`config.mk`:
```
export PLATFORM = sky130hd
export DESIGN_NAME = strobe_launcher_flat
export DESIGN_NICKNAME = d
export VERILOG_FILES = /design/src/rtl/strobe_launcher_if.sv /design/src/rtl/strobe_launcher.sv /design/src/flat_wrapper.sv
export SDC_FILE = /design/constraint.sdc
export NUM_CORES = 1
export LEC_CHECK = 0
export ABC_AREA = 0
export CORE_MARGIN = 5
export CORE_UTILIZATION = 35
export DETAILED_ROUTE_END_ITERATION = 12
export GPL_TIMING_DRIVEN = 0
export SYNTH_ARGS = -nofsm -noshare
export SYNTH_HDL_FRONTEND = slang
export SYNTH_SLANG_ARGS = --single-unit
```
`constraint.sdc`:
```
create_clock -name ck -period 3.85 [get_ports ck]
set_input_delay 0.5775 -clock ck [delete_from_list [all_inputs] [get_ports ck]]
set_output_delay 0.5775 -clock ck [all_outputs]
set_load 0.03 [all_outputs]
```
`src/rtl/strobe_launcher_if.sv`:
```
// Word-source handshake between a bench sequencer and strobe_launcher:
// one data/enable word plus the setup/hold margins it is to be launched with.
interface strobe_launcher_if #(
   parameter int CNT_W  = 8,
   parameter int DATA_W = 1
);
   logic              in_valid;
   logic              in_ready;
   logic [DATA_W-1:0] in_data;
   logic              in_en;
   logic [CNT_W-1:0]  cfg_setup;
   logic [CNT_W-1:0]  cfg_hold;

   modport master (
      output in_valid, in_data, in_en, cfg_setup, cfg_hold,
      input  in_ready
   );

   modport slave (
      input  in_valid, in_data, in_en, cfg_setup, cfg_hold,
      output in_ready
   );
endinterface

```
`src/rtl/strobe_launcher.sv`:
```
// Strobe launcher: divides ck into sck and launches each buffered word cfg_setup ticks
// before the next sck posedge. Optional macro STROBE_LAUNCHER_IDLE_X_EN drives sdata to x outside the window.
//
// state    | meaning
// ---------+-------------------------------------------------------------
// S_EMPTY  | no word buffered; reaching the launch phase counts an underrun
// S_LOADED | one word buffered, waiting for the launch phase
module strobe_launcher #(
   parameter int PERIOD = 100,
   parameter int CNT_W  = 8,
   parameter int DATA_W = 1
) (
   input  logic              ck,
   input  logic              rst_n,
   strobe_launcher_if.slave  src,
   output logic              sck,
   output logic [DATA_W-1:0] sdata,
   output logic              sen,
   output logic              cfg_err,
   output logic [7:0]        underrun_cnt
);

   localparam logic [CNT_W-1:0] PH_LAST  = CNT_W'(PERIOD - 1);
   localparam logic [CNT_W-1:0] PH_HALF  = CNT_W'(PERIOD / 2);
   localparam logic [CNT_W-1:0] PERIOD_C = CNT_W'(PERIOD);
   localparam logic [CNT_W:0]   PERIOD_W = (CNT_W + 1)'(PERIOD);

   typedef enum logic {S_EMPTY, S_LOADED} state_t;

   state_t            state_q, state_d;
   logic [CNT_W-1:0]  phase_q, phase_d;
   logic [CNT_W-1:0]  launch_ph_q, launch_ph_d;
   logic [CNT_W-1:0]  hold_q, hold_d;
   logic [DATA_W-1:0] word_data_q, word_data_d;
   logic              word_en_q, word_en_d;
   logic              sck_q, sck_d;
   logic [DATA_W-1:0] sdata_q, sdata_d;
   logic              sen_q, sen_d;
   logic              err_q, err_d;
   logic [7:0]        ucnt_q, ucnt_d;

   logic              accept;
   logic              cfg_bad;
   logic              at_launch;
   logic [CNT_W:0]    cfg_sum;

   assign src.in_ready = (state_q == S_EMPTY);

   always_comb begin
      phase_d     = (phase_q == PH_LAST) ? '0 : phase_q + 1'b1;
      sck_d       = (phase_d < PH_HALF);
      state_d     = state_q;
      launch_ph_d = launch_ph_q;
      hold_d      = hold_q;
      word_data_d = word_data_q;
      word_en_d   = word_en_q;
      sdata_d     = sdata_q;
      sen_d       = sen_q;
      err_d       = 1'b0;
      ucnt_d      = ucnt_q;

      accept    = src.in_valid && (state_q == S_EMPTY);
      cfg_sum   = {1'b0, src.cfg_setup} + {1'b0, src.cfg_hold};
      cfg_bad   = (src.cfg_setup == '0) ||
                  ({1'b0, src.cfg_setup} >= PERIOD_W) ||
                  (cfg_sum > PERIOD_W);
      at_launch = (phase_d == launch_ph_q);

`ifdef STROBE_LAUNCHER_IDLE_X_EN
      // Poison the data once the hold window after the posedge has closed.
      if ((hold_q != '0) && (phase_d == hold_q) && !(state_q == S_LOADED && at_launch))
         sdata_d = 'x;
`endif

      case (state_q)
         S_EMPTY: begin
            if (at_launch) begin
               sen_d = 1'b0;
               if (ucnt_q != 8'hFF) ucnt_d = ucnt_q + 8'd1;
            end
            // Acceptance uses the old launch phase above, so a word landing on
            // its own launch edge waits a full period.
            if (accept) begin
               if (cfg_bad) begin
                  err_d = 1'b1;
               end else begin
                  word_data_d = src.in_data;
                  word_en_d   = src.in_en;
                  launch_ph_d = PERIOD_C - src.cfg_setup;
                  hold_d      = src.cfg_hold;
                  state_d     = S_LOADED;
               end
            end
         end
         S_LOADED: begin
            if (at_launch) begin
               sdata_d = word_data_q;
               sen_d   = word_en_q;
               state_d = S_EMPTY;
            end
         end
         default: state_d = S_EMPTY;
      endcase
   end

   always_ff @(posedge ck or negedge rst_n) begin
      if (!rst_n) begin
         state_q     <= S_EMPTY;
         phase_q     <= '0;
         launch_ph_q <= PH_HALF;
         hold_q      <= '0;
         word_data_q <= '0;
         word_en_q   <= 1'b0;
         sck_q       <= 1'b1;
         sdata_q     <= '0;
         sen_q       <= 1'b0;
         err_q       <= 1'b0;
         ucnt_q      <= 8'd0;
      end else begin
         state_q     <= state_d;
         phase_q     <= phase_d;
         launch_ph_q <= launch_ph_d;
         hold_q      <= hold_d;
         word_data_q <= word_data_d;
         word_en_q   <= word_en_d;
         sck_q       <= sck_d;
         sdata_q     <= sdata_d;
         sen_q       <= sen_d;
         err_q       <= err_d;
         ucnt_q      <= ucnt_d;
      end
   end

   assign sck          = sck_q;
   assign sdata        = sdata_q;
   assign sen          = sen_q;
   assign cfg_err      = err_q;
   assign underrun_cnt = ucnt_q;

endmodule
```
`src/flat_wrapper.sv`:
```
// flat-port wrapper written by rule: the top's interface ports become plain ports
module strobe_launcher_flat 
#(
   parameter int PERIOD = 100,
   parameter int CNT_W  = 8,
   parameter int DATA_W = 1
)
  (ck, rst_n, sck, sdata, sen, cfg_err, underrun_cnt, src_in_valid, src_in_data, src_in_en, src_cfg_setup, src_cfg_hold, src_in_ready);
  strobe_launcher_if #(.CNT_W(CNT_W), .DATA_W(DATA_W)) src_i ();
  input  logic ck;
  input  logic rst_n;
  output logic sck;
  output logic [DATA_W-1:0] sdata;
  output logic sen;
  output logic cfg_err;
  output logic [7:0] underrun_cnt;
  input wire logic [$bits(src_i.in_valid)-1:0] src_in_valid;
  input wire logic [$bits(src_i.in_data)-1:0] src_in_data;
  input wire logic [$bits(src_i.in_en)-1:0] src_in_en;
  input wire logic [$bits(src_i.cfg_setup)-1:0] src_cfg_setup;
  input wire logic [$bits(src_i.cfg_hold)-1:0] src_cfg_hold;
  output wire logic [$bits(src_i.in_ready)-1:0] src_in_ready;
  assign src_i.in_valid = src_in_valid;
  assign src_i.in_data = src_in_data;
  assign src_i.in_en = src_in_en;
  assign src_i.cfg_setup = src_cfg_setup;
  assign src_i.cfg_hold = src_cfg_hold;
  assign src_in_ready = src_i.in_ready;
  strobe_launcher #(.PERIOD(PERIOD), .CNT_W(CNT_W), .DATA_W(DATA_W)) u_core (.ck(ck), .rst_n(rst_n), .src(src_i), .sck(sck), .sdata(sdata), .sen(sen), .cfg_err(cfg_err), .underrun_cnt(underrun_cnt));
endmodule
```
==> reports/results.txt, run 1 <==
CP peak stage delay - 0.46 ns
Synth Instances - 212
Layout Cells excl Fill - 328
Int Power - 686 uW
dpl cell area - 0.00254 mm2
CTS buffer count - 5
hold_buf cts - 0
Crit Path Max Fanout - 10
Starting DRT DRC Count - 78
CORE AREA - 0.00592 mm2
Clock Path Buffers - 2
crit-path cells - clkdlybuf4s50_1, ha_1, fa_1, a21o_1, a21oi_1, nor2b_1, o32a_1, a41oi_1, nand3_1, clkbuf_1, mux2_1
drt wl/cell - 13.8 um
Layout Nets - 285
Syn Nets - 245
Die Area - 0.00773 mm2
Leak Pwr - 1.13 nW
I/O pin count - 34
Sw Ratio - 0.321
Primary FF master, synth - dfrtp_1
register area share after synthesis - 0.367
Fin. Hold Viols - 0
GR Layer Usage met2 - 0.201
clock-pin slew on the worst setup and hold paths - 0.07 ns
Rows - 28
Setup Crit Path Kind - input port to register
total number of H-tree levels - 2
CTS tree - done
routed wire length - 4520 um
clk_skew - 0.00751 ns
clock tree sinks - 31
Finished Core Util - 0.445
post-CTS setup buffers - 0
worst slew pin tran - 0.693 ns
design area - 0.00264 mm2
pin count of the biggest net entering global routing - 32
Critical Path Source Type - input port
distinct cell type count after synthesis - 58
die extent in y - 87.9 um
vias post-DR - 1712
Async SR Flop Fraction - 1.00
initial antenna violation count - 0
CTS root buffer - clkbuf_8
initial core utilization - 0.359
type of the most critical hold path - input port to asynchronous set/reset pin
Post-DP HPWL - 3420 um
ANT nets after route - 0
slowest CP cell - clkdlybuf4s50_1
routability congestion estimate - 0.880
met1 Use GR - 0.161
first-pass GRT wire length - 7630 um
Synth warnings - 0
layer with the highest usage - met2
vias in the first global route - 1682
total track usage - 0.124
Seq cells post-synth - 31
Max-Cap Viols - 0
Post-route DRC - 0
clock power share - 0.259
Slew headroom - 0.538
RSZ-0062 raised after global routing - no
CP arrival - 3.63 ns
Place WS - 0.0503 ns
clock latency at the later pin of the worst-skew pair - 0.28 ns
global route total overflow - 0
critical path data required time - 4.01 ns
# diodes - 0
Max Freq - 288 MHz
min Tclk post-route - 3.47 ns
register share of total power - 0.454
drt pass-1 iters - 4
Die Width - 87.9 um
Final Max Tran Viols - 0
Area growth, synth to finish - 24.0%
Peak VDD IR - 0.156 mV
Buffers on Ports - 33
Setup TNS Final - 0 ns
Avg Cell Area, Syn - 10.0 um2
post-cts sizing count - 0
Final WS setup - 0.376 ns
PwrDens - 383 mW/mm2
Cells after DPL - 320
endpoints failing setup - 0
CP Capture Type - register
Switch Pwr - 324 uW
Vias per Instance - 5.22
Cell Area, Synth - 0.00213 mm2
met3 GRT Util - 0.0320
Post-synth EDFFs - 0
Gate power share - 0.286
final worst path period share - 0.902
layout cells sized above 1 - 0.115
status - finished clean
state kept, by name, indices dropped and copies added, names as in the netlist:
register / count
u_core.launch_ph_q: 8
u_core.sdata: 1
u_core.underrun_cnt: 8
u_core.cfg_err: 1
u_core.word_en_q: 1
u_core.state_q: 1
u_core.sck: 1
u_core.word_data_q: 1
u_core.phase_q: 8
u_core.sen: 1
stage by stage:
step,power [mW],hold WS [ns]
after floorplan,0.651,0.282
after global placement,0.747,0.476
after detailed placement,0.754,0.483
after CTS,1.02,0.364
after global routing,1.07,0.409
final,1.01,0.334
layout make-up:
class / instances / area (um2)
Sequential cell: 31 / 781
Clock inverter: 1 / 5.00
Timing Repair Buffer: 33 / 325
Inverter: 7 / 26.3
Tap cell: 75 / 93.8
Clock buffer: 7 / 86.3
Fill cell: 577 / 3280
Multi-Input combinational cell: 165 / 1270
Buffer: 9 / 52.6
synthesized netlist by cell type, types with 4 or more instances:
cell type,number,share of area
dfstp_2,4,0.049
nand4_1,5,0.015
a21oi_1,5,0.012
dfrtp_1,27,0.32
nand3_1,7,0.016
nor2_1,12,0.021
ha_1,11,0.065
o21ai_0,7,0.016
and3_1,5,0.015
and2_1,6,0.018
xnor2_1,16,0.066
nor3_1,4,0.0094
nand2_1,13,0.023
mux2_1,8,0.042
xor2_1,10,0.041
inv_1,7,0.012
clkbuf_1,4,0.0071
o21ai_1,4,0.0094
cell families after synthesis:
family,Yosys count,share of synthesized area
AO/OA/AOI/OAI,40,0.130
buffers and inverters,16,0.0371
flip-flops,31,0.367
AND/OR/NAND/NOR,74,0.214
multiplexers,13,0.0706
XOR/XNOR,26,0.107
adder cells (fa/ha/maj),12,0.0742
cell usage in the layout (no fill, tap or decap), types with 3 or more instances in the layout:
master           count
clkdlybuf4s50_1     32
dfrtp_1             27
xnor2_1             16
nand2_1             13
nor2_1              12
ha_1                11
xor2_1              10
mux2_1               8
inv_1                7
nand3_1              7
o21ai_0              7
and2_1               6
clkbuf_8             6
clkbuf_1             5
and3_1               5
nand4_1              5
a21oi_1              5
buf_2                4
nor3_1               4
o21ai_1              4
dfstp_2              4
a31oi_1              3
mux2i_1              3
and4_1               3
per-layer routing:
layer  vias to the layer above  routed length, um
met5                         -                  0
met4                         0                 60
met3                         6                220
met2                        32               2030
met1                       818               2200
li1                        856                  -
worst paths after layout:
check | slack (ns) | depth (start not counted) | end | start
worst max-delay path | 0.38 | 11 | u_core.word_en_q$_DFFE_PN0P_ | src_cfg_setup[0]
min in group ck | 0.49 | 1 | u_core.underrun_cnt[5]$_DFFE_PN0P_ | u_core.underrun_cnt[5]$_DFFE_PN0P_
worst max register to register | 0.78 | 10 | u_core.sdata$_DFFE_PN0P_ | u_core.phase_q[0]$_DFF_PN0_
worst min register to register | 0.49 | 1 | u_core.underrun_cnt[5]$_DFFE_PN0P_ | u_core.underrun_cnt[5]$_DFFE_PN0P_
max in group asynchronous | 3.06 | 1 | u_core.phase_q[1]$_DFF_PN0_ | rst_n
worst min-delay path | 0.33 | 1 | u_core.phase_q[3]$_DFF_PN0_ | rst_n
power groups by stage:
stage | Combinational, mW | Clock, mW | Sequential, mW
after global routing | 0.322 | 0.285 | 0.467
after detailed placement | 0.290 | 0 | 0.464
after CTS | 0.292 | 0.272 | 0.457
after global placement | 0.286 | 0 | 0.461
final | 0.289 | 0.262 | 0.459
after floorplan | 0.188 | 0 | 0.464
critical path: cells and delay by family:
kind,cells,cell delay (ns)
buffers and inverters,2,0.74
adder cells (fa/ha/maj),2,0.63
AND/OR/NAND/NOR,2,0.23
multiplexers,1,0.38
AO/OA/AOI/OAI,4,1.07
(Power assumes the default switching activity.)
==> inputs of run 2 (changes only) <==
Settings changed: PLACE_DENSITY set to 0.63.
==> reports/results.txt, run 2 (synthesized netlist as in run 1, its figures left out) <==
clk_skew - 0.00930 ns (+0.00179 ns)
drt pass-1 iters - 4 (unchanged)
cell depth of the worst flop-to-flop path - 10 (unchanged)
critical path data required time - 4.02 ns (about the same)
Peak VDD IR - 0.196 mV (+26%)
Setup Crit Path Kind - input port to register
ANT nets after route - 0 (unchanged)
clock latency at the later pin of the worst-skew pair - 0.29 ns (about the same)
FF-to-FF setup slack - 0.81 ns (+0.03 ns)
Leak Pwr - 1.14 nW (+1.1%)
fill cell count - 584 (+1.2%)
initial antenna violation count - 0 (unchanged)
dpl cell area - 0.00254 mm2 (unchanged)
final worst path period share - 0.901 (about the same)
reg-to-reg startpoint - u_core.phase_q[0]$_DFF_PN0_
endpoints failing setup - 0 (unchanged)
total number of H-tree levels - 2 (unchanged)
total track usage - 0.127 (+0.00305)
clock tree sinks - 31 (unchanged)
Area growth, synth to finish - 25.2%
first-pass GRT wire length - 7800 um (+2.2%)
I/O pin count - 34 (unchanged)
worst slew pin tran - 0.685 ns (-0.00803 ns)
die extent in y - 87.9 um (unchanged)
CORE AREA - 0.00592 mm2 (unchanged)
CP arrival - 3.64 ns (about the same)
Post-DP HPWL - 3350 um (-2.1%)
Final Max Tran Viols - 0 (unchanged)
vias in the first global route - 1681 (-0.059%)
design area - 0.00266 mm2 (+1.0%)
type of the most critical hold path - input port to asynchronous set/reset pin
post-cts sizing count - 0 (unchanged)
PwrDens - 406 mW/mm2 (+5.9%)
initial core utilization - 0.359 (unchanged)
routability congestion estimate - 0.869 (-1.2%)
pin count of the biggest net entering global routing - 32 (unchanged)
CP Capture Type - register
CTS buffer count - 5 (unchanged)
slowest CP cell - clkdlybuf4s50_1
Die Width - 87.9 um (unchanged)
Crit Path Max Fanout - 10 (unchanged)
Buffers on Ports - 33 (unchanged)
post-CTS setup buffers - 0 (unchanged)
# diodes - 0 (unchanged)
most frequent cells in the layout - clkdlybuf4s50_1, dfrtp_1, xnor2_1, nand2_1, nor2_1
Clock Path Buffers - 2 (unchanged)
Critical Path Source Type - input port
drt wl/cell - 13.4 um (-2.5%)
Setup TNS Final - 0 ns (unchanged)
CTS tree - done
CP peak stage delay - 0.46 ns (about the same)
hold_buf cts - 0 (unchanged)
routed wire length - 4400 um (-2.5%)
Starting DRT DRC Count - 84 (+7.7%)
Die Area - 0.00773 mm2 (unchanged)
global route total overflow - 0 (unchanged)
clock-pin slew on the worst setup and hold paths - 0.06 ns (about the same)
Finished Core Util - 0.450 (+0.00444)
Layout Nets - 285 (unchanged)
Slew headroom - 0.543 (+0.00536)
Vias per Instance - 5.22 (unchanged)
Fin. Hold Viols - 0 (unchanged)
layout cells sized above 1 - 0.119 (+0.00395)
RSZ-0062 raised after global routing - no
CTS root buffer - clkbuf_8
FF-to-FF End - u_core.underrun_cnt[1]$_DFFE_PN0P_
status - finished clean
vias post-DR - 1712 (unchanged)
Post-route DRC - 0 (unchanged)
Max Freq - 288 MHz (about the same)
min Tclk post-route - 3.47 ns (-0.00321 ns)
commonest non-fill, non-tap cell in the layout - clkdlybuf4s50_1
Max-Cap Viols - 0 (unchanged)
Rows - 28 (unchanged)
crit-path cells - clkdlybuf4s50_1, ha_1, fa_1, a21o_1, a21oi_1, nor2b_1, o32a_1, a41oi_1, nand3_1, clkbuf_1, mux2_1
[run 2: power by group]
part           internal, mW  total [mW]  switching (mW)
Combinational         0.144       0.288           0.144
Sequential            0.398       0.457          0.0586
Clock                 0.209       0.335           0.126
[run 2: how the worst max path moves through the flow]
stage                                         to  depth (start not counted)  slack, ns              from
2_1_floorplan  u_core.launch_ph_q[0]$_DFFE_PN0P_                         10       0.86   src_cfg_hold[0]
3_3_place_gp        u_core.word_en_q$_DFFE_PN0P_                         11       0.06  src_cfg_setup[0]
3_5_place_dp        u_core.word_en_q$_DFFE_PN0P_                         11       0.03  src_cfg_setup[0]
4_1_cts        u_core.launch_ph_q[0]$_DFFE_PN0P_                         11       0.32  src_cfg_setup[0]
5_1_grt        u_core.launch_ph_q[0]$_DFFE_PN0P_                         10       0.13  src_cfg_setup[2]
6_report       u_core.launch_ph_q[0]$_DFFE_PN0P_                         11       0.38  src_cfg_setup[0]
[run 2: worst max-delay path, delay by kind of cell]
family / cells / cell delay, ns
compound gates: 4 / 1.08
fa+ha+maj: 2 / 0.63
buf+inv: 2 / 0.73
mux: 1 / 0.37
simple gates: 2 / 0.24
[run 2: area by class of cell]
cell class | instances | area [um2] | share of cell area
buffer | 9 | 52.6 | 0.0197
clock buffer | 6 | 82.6 | 0.0310
clock inverter | 2 | 35.0 | 0.0132
inverter | 7 | 26.3 | 0.00987
multi-input combinational | 165 | 1270 | 0.476
sequential | 31 | 781 | 0.293
tap | 75 | 93.8 | 0.0352
timing repair buffer | 33 | 325 | 0.122
[run 2: layer usage]
metal	track usage	wire length, um	vias up
li1	-	-	860
met1	0.171	2100	805
met2	0.199	2040	40
met3	0.0188	186	7
met4	0.0586	80	0
met5	0	0	-
[run 2: through the flow]
step / setup WS [ns] / cells / total power, mW / hold slack [ns]
detailed placement: 0.0256 / 320 / 0.752 / 0.483
global placement: 0.0644 / 320 / 0.747 / 0.476
CTS: 0.324 / 328 / 1.09 / 0.362
global route: 0.134 / 328 / 1.15 / 0.409
floorplan: 0.855 / 212 / 0.651 / 0.282
finish: 0.380 / 328 / 1.08 / 0.330
